File: config.mk
export PLATFORM = sky130hd
export DESIGN_NAME = counter_down_load
export DESIGN_NICKNAME = d
export VERILOG_FILES = /design/src/rtl/counter_pkg.sv /design/src/rtl/counter_down_load.sv
export SDC_FILE = /design/constraint.sdc
export NUM_CORES = 1
export LEC_CHECK = 0
export CAP_MARGIN = 10
export CELL_PAD_IN_SITES_DETAIL_PLACEMENT = 1
export CELL_PAD_IN_SITES_GLOBAL_PLACEMENT = 1
export CORE_UTILIZATION = 32
export DETAILED_ROUTE_END_ITERATION = 12
export PLACE_DENSITY = 0.8
export SETUP_SLACK_MARGIN = 0.02
export SYNTH_ARGS = -nofsm -noshare
export SYNTH_HDL_FRONTEND = slang
export SYNTH_SLANG_ARGS = --single-unit
File: constraint.sdc
create_clock -name clk -period 2.8 [get_ports clk]
set_clock_uncertainty 0.05 [all_clocks]
set_input_delay 0.7 -clock clk [delete_from_list [all_inputs] [get_ports clk]]
set_output_delay 0.7 -clock clk [all_outputs]
set_load 0.05 [all_outputs]
File: src/rtl/counter_pkg.sv
// Shared types and constants for the loadable down counter/timer.
package counter_pkg;

    typedef enum logic {
        IDLE = 1'b0,
        RUN  = 1'b1
    } state_t;

    localparam int DEFAULT_WIDTH  = 4;
    localparam int TERMINAL_VALUE = 1;

endpackage

File: src/rtl/counter_down_load.sv
// Loadable down counter/timer with one-shot or auto-reload operation and a
// registered one-cycle terminal-count pulse.
module counter_down_load
    import counter_pkg::*;
#(
    parameter int WIDTH = DEFAULT_WIDTH
) (
    input  logic             clk,
    input  logic             rst,
    input  logic             en,
    input  logic             load,
    input  logic [WIDTH-1:0] din,
    input  logic             auto_reload,
    output logic [WIDTH-1:0] Q,
    output logic [WIDTH-1:0] Qn,
    output logic             tc,
    output logic             busy
);

    localparam logic [WIDTH-1:0] TERM = WIDTH'(TERMINAL_VALUE);

    state_t           state_q, state_d;
    logic [WIDTH-1:0] count_q, count_d;
    logic [WIDTH-1:0] reload_q, reload_d;
    logic             tc_q, tc_d;

    always_ff @(posedge clk) begin
        if (rst) begin
            state_q  <= IDLE;
            count_q  <= '0;
            reload_q <= '0;
            tc_q     <= 1'b0;
        end else begin
            state_q  <= state_d;
            count_q  <= count_d;
            reload_q <= reload_d;
            tc_q     <= tc_d;
        end
    end

    // Priority: load, then terminal event, then decrement, else hold.
    always_comb begin
        state_d  = state_q;
        count_d  = count_q;
        reload_d = reload_q;
        tc_d     = 1'b0;
        if (load) begin
            count_d  = din;
            reload_d = din;
            state_d  = (din != '0) ? RUN : IDLE;
        end else if (state_q == RUN && en) begin
            if (count_q == TERM) begin
                tc_d = 1'b1;
                if (auto_reload) begin
                    count_d = reload_q;
                end else begin
                    count_d = '0;
                    state_d = IDLE;
                end
            end else begin
                count_d = count_q - TERM;
            end
        end
    end

    always_comb begin
        busy = (state_q == RUN);
    end

    assign Q  = count_q;
    assign Qn = ~count_q;
    assign tc = tc_q;

endmodule

==> impl_metrics.ini <==
[synthesis]
synth_edf_count = 0
synth_async_sr_flop_share_pct = 0
yosys_warnings = 0
syn_inst = 57
netlist_area_um2 = 502
synthMuxAreaShare_pct = 5.99
synth.ff_latch_count = 10
synthAdderAreaFrac_pct = 4.99
yosysUniqueCellTypes = 23
ys.flop_type = dfxtp_1
synthSimpleGateAreaFrac_pct = 21.2
synth_xor_area_share_pct = 0
syn_nets = 68
synth_compound_area_share_pct = 23.2
yosysSeqAreaShare_pct = 39.9
avgSynthCellArea_um2 = 8.80
synth_top_family_by_area = compound AO/OA/AOI/OAI gates

[die]
dieArea_mm2 = 0.00173
initial_core_util_pct = 36.3
ioPinCount = 19
rows = 13
die_h_um = 41.6
core_mm2 = 0.00138
fp.dieW_um = 41.6

[routing]
drt-initial-drc-count = 7
dr.pass1.iters = 5
detail_route.wl_per_cell_um = 14.7
vias = 519
wl_um = 1350
drc_errors = 0
via_per_inst = 5.64
ant_nets = 0

[grt]
grt_pass1_vias = 471
grtUsageMet1_pct = 24.0
grt-ovfl-total = 0
antenna_found_initial = 0
grt.total_usage_pct = 17.7
grt_max_degree = 13
use_met3_pct = 4.35
grt_first_pass_wirelength_um = 2280
busiest_layer = met1
gr-usage-met2_pct = 23.8

[sta]
hold_viol_final = 0
hold_slack_ps = 433
slew-limit-headroom_pct = 67.0
max_freq_mhz = 429
drv_slew = 0
period_minus_slack_ps = 2330
fin_tns_setup_ps = 0
setup_viol = 0
worst_pin_slew_ps = 493
rsz0062_at_grt = false
period_share_pct = 83.3

[outcome]
status = finished, final reports clean

[final_layout]
final_cell_mix = clkdlybuf4s50_1, dfxtp_1, a21oi_1, nor2_1, inv_1
layout_commonest_cell = clkdlybuf4s50_1
antenna_cells = 0
final.fill_count = 174
nets = 90
syn2layout_area_growth_pct = 43.9
layout-drive-gt1-share_pct = 6.49
final_cells = 92

[run]
drv_cap = 0

[clocking]
holdBufCountCts = 0
cts_made_buffers = 3
insertion_delay_ps = 270
cts_tree = yes
cts_root_buffer = clkbuf_4
cts.sinks = 10
cts_buffer_depth = 2
cts_resized = 0
clk_pin_slew_worst_paths_ps = 70
cts.htree.levels = 1
post_cts.repair.setup_buffers = 0

[setup_path]
worstPathMaxFanout = 7
crit_end = Q[3]
cp.depth = 1
critPathRequiredTime_ps = 2050
critPathKind = register to output pin
cp-start-kind = register
cp_top_family = buffers and inverters
cp.arrival_ps = 1580
worstReg2RegStart = Q[0]$_SDFFE_PP0P_
cp.buffers_inverters = 1
timing.rr.end = Q[2]$_SDFFE_PP0P_
crit_path_start = Q[3]$_SDFFE_PP0P_
rrSetupSlack_ps = 1170
crit_chain = clkdlybuf4s50_1
crit_path_top_delay_cell = clkdlybuf4s50_1
worstSetupEndpointType = output pin
cpPeakStageDelay_ps = 850
r2r_cells = 5

[power]
peakVddDrop_v = 0.000310
power.density_mw_per_mm2 = 513
power.total_mw = 0.371
p_leak_nw = 0.273

[placed_design]
io_buffers = 18
hpwl_um = 1040
place_inst = 89
place_congestion = 0.732

[hold_path]
hold_class = register to register
[how the worst min path moves through the flow]
stage / slack [ps] / endpoint / start / depth (start not counted)
detailed placement: 420 / reload_q[2]$_SDFFE_PP0P_ / reload_q[2]$_SDFFE_PP0P_ / 2
finish: 430 / reload_q[2]$_SDFFE_PP0P_ / reload_q[2]$_SDFFE_PP0P_ / 2
floorplan: 400 / reload_q[2]$_SDFFE_PP0P_ / reload_q[2]$_SDFFE_PP0P_ / 2
CTS: 430 / reload_q[2]$_SDFFE_PP0P_ / reload_q[2]$_SDFFE_PP0P_ / 2
global placement: 410 / reload_q[2]$_SDFFE_PP0P_ / reload_q[2]$_SDFFE_PP0P_ / 2
global route: 450 / reload_q[2]$_SDFFE_PP0P_ / reload_q[2]$_SDFFE_PP0P_ / 2
[routing by layer]
layer  part of all wire (%)  vias to the layer above  routed length (um)
met3                    5.2                        4                  70
met2                     44                       22                 597
met4                    1.8                        0                  25
met5                      0                        -                   0
met1                     49                      240                 660
li1                       -                      253                   -
[area by class of cell]
type / instances / area (um^2) / area share, %
Tap cell: 15 / 18.8 / 2.60
Inverter: 4 / 15.0 / 2.08
Multi-Input combinational cell: 41 / 278 / 38.5
Timing Repair Buffer: 19 / 188 / 26.0
Clock buffer: 3 / 22.5 / 3.12
Sequential cell: 10 / 200 / 27.7
[power by group]
group | switching [mW] | internal [mW]
clock network | 0.0533 | 0.0498
registers | 0.00970 | 0.151
logic | 0.0635 | 0.0436
[logic make-up after synthesis]
group           after synthesis
compound gates               18
buf+inv                       6
fa+ha+maj                     2
flops                        10
mux                           3
simple gates                 18
[synthesized netlist by cell type, types with 2 or more instances]
cell | instances | area share, %
a21oi_1 | 7 | 7.0
a22oi_1 | 2 | 3.0
a31oi_1 | 3 | 3.7
dfxtp_1 | 10 | 40
ha_1 | 2 | 5.0
inv_1 | 4 | 3.0
mux2i_1 | 3 | 6.0
nand2_1 | 2 | 1.5
nand2b_1 | 2 | 2.5
nand3b_1 | 2 | 3.0
nor2_1 | 5 | 3.7
nor3_1 | 2 | 2.0
o22ai_1 | 2 | 2.5
or3_1 | 2 | 2.5
[registers in the layout, summed over array words and instances, names as in the netlist]
name / flops
tc: 1
busy: 1
reload_q: 4
Q: 4
[per-stage QoR]
step	cell area [um^2]	utilization, %	worst slack (ps)
finish	722	52.2	466
global route	722	52.2	428
CTS	722	52.2	461
detailed placement	699	50.6	599
global placement	699	50.6	645
floorplan	502	-	658
(Power assumes the default switching activity.)
==> edit 1: new RTL, same settings <==
Add an input register stage for `en`, `load`, `din` and `auto_reload`; this delays them by one clock.
--- a/src/rtl/counter_down_load.sv
+++ b/src/rtl/counter_down_load.sv
@@ -18,6 +18,18 @@
 );
 
     localparam logic [WIDTH-1:0] TERM = WIDTH'(TERMINAL_VALUE);
+
+    logic en_q;
+    logic load_q;
+    logic [WIDTH-1:0] din_q;
+    logic auto_reload_q;
+
+    always_ff @(posedge clk) begin
+        en_q          <= en;
+        load_q        <= load;
+        din_q         <= din;
+        auto_reload_q <= auto_reload;
+    end
 
     state_t           state_q, state_d;
     logic [WIDTH-1:0] count_q, count_d;
@@ -44,14 +56,14 @@
         count_d  = count_q;
         reload_d = reload_q;
         tc_d     = 1'b0;
-        if (load) begin
-            count_d  = din;
-            reload_d = din;
-            state_d  = (din != '0) ? RUN : IDLE;
-        end else if (state_q == RUN && en) begin
+        if (load_q) begin
+            count_d  = din_q;
+            reload_d = din_q;
+            state_d  = (din_q != '0) ? RUN : IDLE;
+        end else if (state_q == RUN && en_q) begin
             if (count_q == TERM) begin
                 tc_d = 1'b1;
-                if (auto_reload) begin
+                if (auto_reload_q) begin
                     count_d = reload_q;
                 end else begin
                     count_d = '0;
Formal check against the unedited RTL: not equivalent (a bounded check fails within 4 cycles, from zero or initial values and one cycle with rst high).
==> edit 1 against the original RTL <==
Setup slack lost 0.032 ns; non-clock buffer count shrank 1; cell area grew 25%; utilization shrank 6.3 points; sequential share of layout area grew 10 points; total power grew 40%; routed wire length grew 13%; synthesized area grew 33%; sequential power grew 71%; sequential cell count grew 7.
==> edit 1: results (changes against the original RTL) <==
.. list-table::
   :header-rows: 1

   * - Metric
     - Value
   * - Cell leakage power
     - 0.000348 µW (was 0.000273 µW)
   * - Total length of routed met2 wires
     - 727 µm (was 597 µm)
   * - Top area cells in the synthesized netlist
     - sky130_fd_sc_hd__dfxtp_1 51%, sky130_fd_sc_hd__a21oi_1 4.5%, sky130_fd_sc_hd__mux2i_1 4.5%, sky130_fd_sc_hd__ha_1 3.7%, sky130_fd_sc_hd__inv_1 3.4% (was sky130_fd_sc_hd__dfxtp_1 40%, sky130_fd_sc_hd__a21oi_1 7.0%, sky130_fd_sc_hd__mux2i_1 6.0%, sky130_fd_sc_hd__ha_1 5.0%, sky130_fd_sc_hd__a31oi_1 3.7%)
   * - Count of routing violations after the opening detailed-route iteration
     - 4 (was 7)
   * - Terminating pin of the worst hold path
     - reload_q[2]$_SDFFE_PP0P_ (unchanged)
   * - VDD IR max
     - 0.000283 V (was 0.000310 V)
   * - Slew of the pin with the lowest slew margin
     - 0.528 ns (was 0.493 ns)
   * - Detailed-route wire length per cell
     - 13.4 µm (was 14.7 µm)
   * - Worst Hold Margin
     - 0.441 ns (was 0.433 ns)
   * - Post-detail-place hpwl
     - 1160 µm (was 1040 µm)
   * - Layout cells sized above 1
     - 9.20% (was 6.49%)
   * - Flop-to-flop setup slack
     - 1.02 ns (was 1.17 ns)
   * - Number of fill cells in the layout
     - 248 (was 174)
   * - Multiplexer share of the synthesized area
     - 7.85% (was 5.99%)
   * - Result of the run
     - finished, final reports clean (unchanged)
   * - Register clock-pin slew on the reported worst setup and hold paths
     - 0.11 ns (was 0.07 ns)
   * - All-Layer GR Usage
     - 16.3% (was 17.7%)
   * - Post-synth net total
     - 78 (was 68)
   * - Compound-cell area share of the yosys netlist
     - 20.0% (was 23.2%)
   * - Most used standard cells in the synthesized netlist
     - 17 x sky130_fd_sc_hd__dfxtp_1, 6 x sky130_fd_sc_hd__a21oi_1, 6 x sky130_fd_sc_hd__inv_1, 6 x sky130_fd_sc_hd__nand2_1, 4 x sky130_fd_sc_hd__nor2_1 (was 10 x sky130_fd_sc_hd__dfxtp_1, 7 x sky130_fd_sc_hd__a21oi_1, 5 x sky130_fd_sc_hd__nor2_1)
   * - Post-DR vias/cell
     - 4.94 (was 5.64)
   * - Number of cells traversed by the worst register-to-register path
     - 4 (was 5)
   * - Delay contributed by the slowest stage of the critical path
     - 0.81 ns (was 0.85 ns)
   * - Met3 routed wirelength
     - 55 µm (was 70 µm)
   * - Global placer's final weighted congestion
     - 0.679 (was 0.732)
   * - Wire length of the first global-routing pass
     - 2460 µm (was 2280 µm)
   * - Reg-to-reg critical path endpoint
     - Q[0]$_SDFFE_PP0P_ (was Q[2]$_SDFFE_PP0P_)
   * - Drt pass-1 iters
     - 4 (was 5)
[edit 1: cell count changes after synthesis, sizes merged, moves of 2 or more]
cell    unedited run  this run
a31oi              3         0
dfxtp             10        17
inv                4         6
mux2               0         2
nand2              2         6
nand3b             2         0
[edit 1: metal layers]
layer | vias up | track usage (%)
met4 | 0 | 11.7
li1 | 276 | -
met2 | 20 | 27.8
met1 | 262 | 18.5
met5 | - | 0
met3 | 5 | 2.26
[edit 1: stage by stage]
stage	setup slack, ns	instance area (µm²)	instances
4_1_cts	0.422	901	114
2_1_floorplan	0.602	669	67
5_1_grt	0.377	901	114
3_3_place_gp	0.766	873	110
3_5_place_dp	0.693	873	110
6_report	0.435	901	114
[edit 1: how the worst max path moves through the flow]
stage | startpoint | slack (ns) | cells past startpoint | endpoint
floorplan | Q[1]$_SDFFE_PP0P_ | 0.60 | 5 | Q[2]$_SDFFE_PP0P_
global placement | rst | 0.77 | 3 | Q[1]$_SDFFE_PP0P_
detailed placement | rst | 0.69 | 3 | Q[0]$_SDFFE_PP0P_
CTS | Q[2]$_SDFFE_PP0P_ | 0.42 | 2 | Qn[2]
global route | Q[3]$_SDFFE_PP0P_ | 0.38 | 1 | Q[3]
finish | Q[2]$_SDFFE_PP0P_ | 0.43 | 2 | Qn[2]
[edit 1: final cells by class]
cell class / instances / area (µm²) / area share (%)
flip-flops and latches: 17 / 340 / 37.8
multi-input cells: 42 / 297 / 32.9
repair buffers: 18 / 180 / 20.0
well taps: 27 / 33.8 / 3.75
clock buffers: 3 / 22.5 / 2.50
inverters: 6 / 22.5 / 2.50
clock inverters: 1 / 5.00 / 0.556
[edit 1: power groups by stage]
| stage | combinational (µW) | sequential, µW | clock [µW] |
|---|---|---|---|
| after CTS | 113 | 274 | 136 |
| after global routing | 120 | 277 | 147 |
| after detailed placement | 113 | 280 | 0 |
| after global placement | 109 | 279 | 0 |
| final | 112 | 274 | 133 |
| after floorplan | 57.0 | 293 | 0 |
[edit 1: cell families after synthesis]
family                   count (synthesis)
flip-flops                              17
AO/OA/AOI/OAI                           18
AND/OR/NAND/NOR                         17
multiplexers                             5
buffers and inverters                    8
adder cells (fa/ha/maj)                  2
[edit 1: worst max-delay path: cells and delay by family, from the launching register on]
kind                   cells  cell delay, ns
buffers and inverters      2            0.93
flip-flops                 1            0.38
==> edit 2: new RTL, same flow settings <==
Made on the original files. The package constant `DEFAULT_WIDTH` goes from 4 to 3.
--- a/src/rtl/counter_pkg.sv
+++ b/src/rtl/counter_pkg.sv
@@ -6,7 +6,7 @@
         RUN  = 1'b1
     } state_t;
 
-    localparam int DEFAULT_WIDTH  = 4;
+    localparam int DEFAULT_WIDTH  = 3;
     localparam int TERMINAL_VALUE = 1;
 
 endpackage
Ports: changed (resized Q, Qn and din); port bits go from 19 to 16. The function was not compared with the original's and may differ.
==> edit 2 against the original RTL <==
Register-to-register slack better by 0.11 ns; combinational power is 23% lower; setup slack better by 0.061 ns; maximum frequency is 2.7% higher; largest cell class unchanged; sequential share of layout area is 0.90 points lower; critical path type unchanged; synthesized area is 17% lower; routed wire length is 23% lower; count of clock-buffer cells in the layout stayed put; total power is 20% lower; sequential cell count is 2 lower; cell area is 17% lower.
==> edit 2: results (changes against the original RTL) <==
.. list-table::
   :header-rows: 1

   * - Metric
     - Value
   * - Slew of the pin with the lowest slew margin
     - 0.509 ns (was 0.493 ns)
   * - Result of the run
     - finished, final reports clean (unchanged)
   * - Post-synth net total
     - 55 (was 68)
   * - Total instance count after detailed placement
     - 72 (was 89)
   * - Count of buffers from port buffering
     - 15 (was 18)
   * - Drt pass-1 iters
     - 4 (was 5)
   * - Flop-to-flop setup slack
     - 1.28 ns (was 1.17 ns)
   * - Fraction of the yosys area taken by sequential cells
     - 38.6% (was 39.9%)
   * - Cell leakage power
     - 0.000222 µW (was 0.000273 µW)
   * - VDD IR max
     - 0.000276 V (was 0.000310 V)
   * - Maximum net fanout on the critical path
     - 5 (was 7)
   * - All-Layer GR Usage
     - 17.9% (was 17.7%)
   * - Number of cells produced by synthesis
     - 45 (was 57)
   * - Worst EP arrival
     - 1.52 ns (was 1.58 ns)
   * - Layout cells sized above 1
     - 8.20% (was 6.49%)
   * - Worst setup path endpoint
     - Q[2] (was Q[3])
   * - Count of routing violations after the opening detailed-route iteration
     - 14 (was 7)
   * - Fin nets
     - 73 (was 90)
   * - Post-DR vias/cell
     - 5.33 (was 5.64)
   * - Global placer's final weighted congestion
     - 0.699 (was 0.732)
   * - Number of global-route vias before repair
     - 389 (was 471)
   * - Detailed-route wire length per cell
     - 14.0 µm (was 14.7 µm)
   * - Count of vias placed by the detailed router
     - 400 (was 519)
   * - Synth unique cells
     - 19 (was 23)
   * - Latest clock arrival within the worst-skew pair
     - 0.25 ns (was 0.27 ns)
   * - Number of fill cells in the layout
     - 140 (was 174)
edit 2: stage by stage:
| stage | hold WS [ns] | cell area [µm²] | power (µW) | worst slack (ns) | utilization, % |
|---|---|---|---|---|---|
| global route | 0.491 | 597 | 317 | 0.480 | 51.6 |
| global placement | 0.428 | 574 | 210 | 0.601 | 49.7 |
| CTS | 0.444 | 597 | 301 | 0.516 | 51.6 |
| finish | 0.439 | 597 | 298 | 0.527 | 51.6 |
| detailed placement | 0.435 | 574 | 212 | 0.600 | 49.7 |
| floorplan | 0.400 | 415 | 179 | 0.687 | - |
edit 2: area by class of cell:
cell class	instances	area (µm²)	share of cell area, %
clock buffer	3	22.5	3.77
sequential	8	160	26.8
multi-input combinational	32	235	39.4
timing repair buffer	15	150	25.2
inverter	3	11.3	1.89
tap	14	17.5	2.94
edit 2: metal layers:
layer,GRT usage (%),vias to the layer above,wire length (µm)
li1,-,194,-
met5,0,-,0
met2,28.0,10,495
met3,5.23,0,35
met4,8.04,0,0
met1,22.5,196,515
edit 2: power breakdown:
part	switching, µW	internal (µW)	leakage [µW]
registers	6.34	120	0.0000659
clock network	39.6	49.1	0.0000138
logic	48.2	34.6	0.000142
edit 2: worst reg2reg max path, cell delays in order, from the launching register on:
cell and delay (ns):
sky130_fd_sc_hd__dfxtp_1 0.41, sky130_fd_sc_hd__ha_1 0.22, sky130_fd_sc_hd__nor2b_4 0.23, sky130_fd_sc_hd__mux2i_1 0.12
sky130_fd_sc_hd__a222oi_1 0.31, sky130_fd_sc_hd__nor2_1 0.07
edit 2: kinds of logic after synthesis:
group	count (synthesis)	share of synthesized area (%)
AND/OR/NAND/NOR	17	24.7
AO/OA/AOI/OAI	9	16.3
flip-flops	8	38.6
buffers and inverters	5	4.82
multiplexers	4	9.64
adder cells (fa/ha/maj)	2	6.02
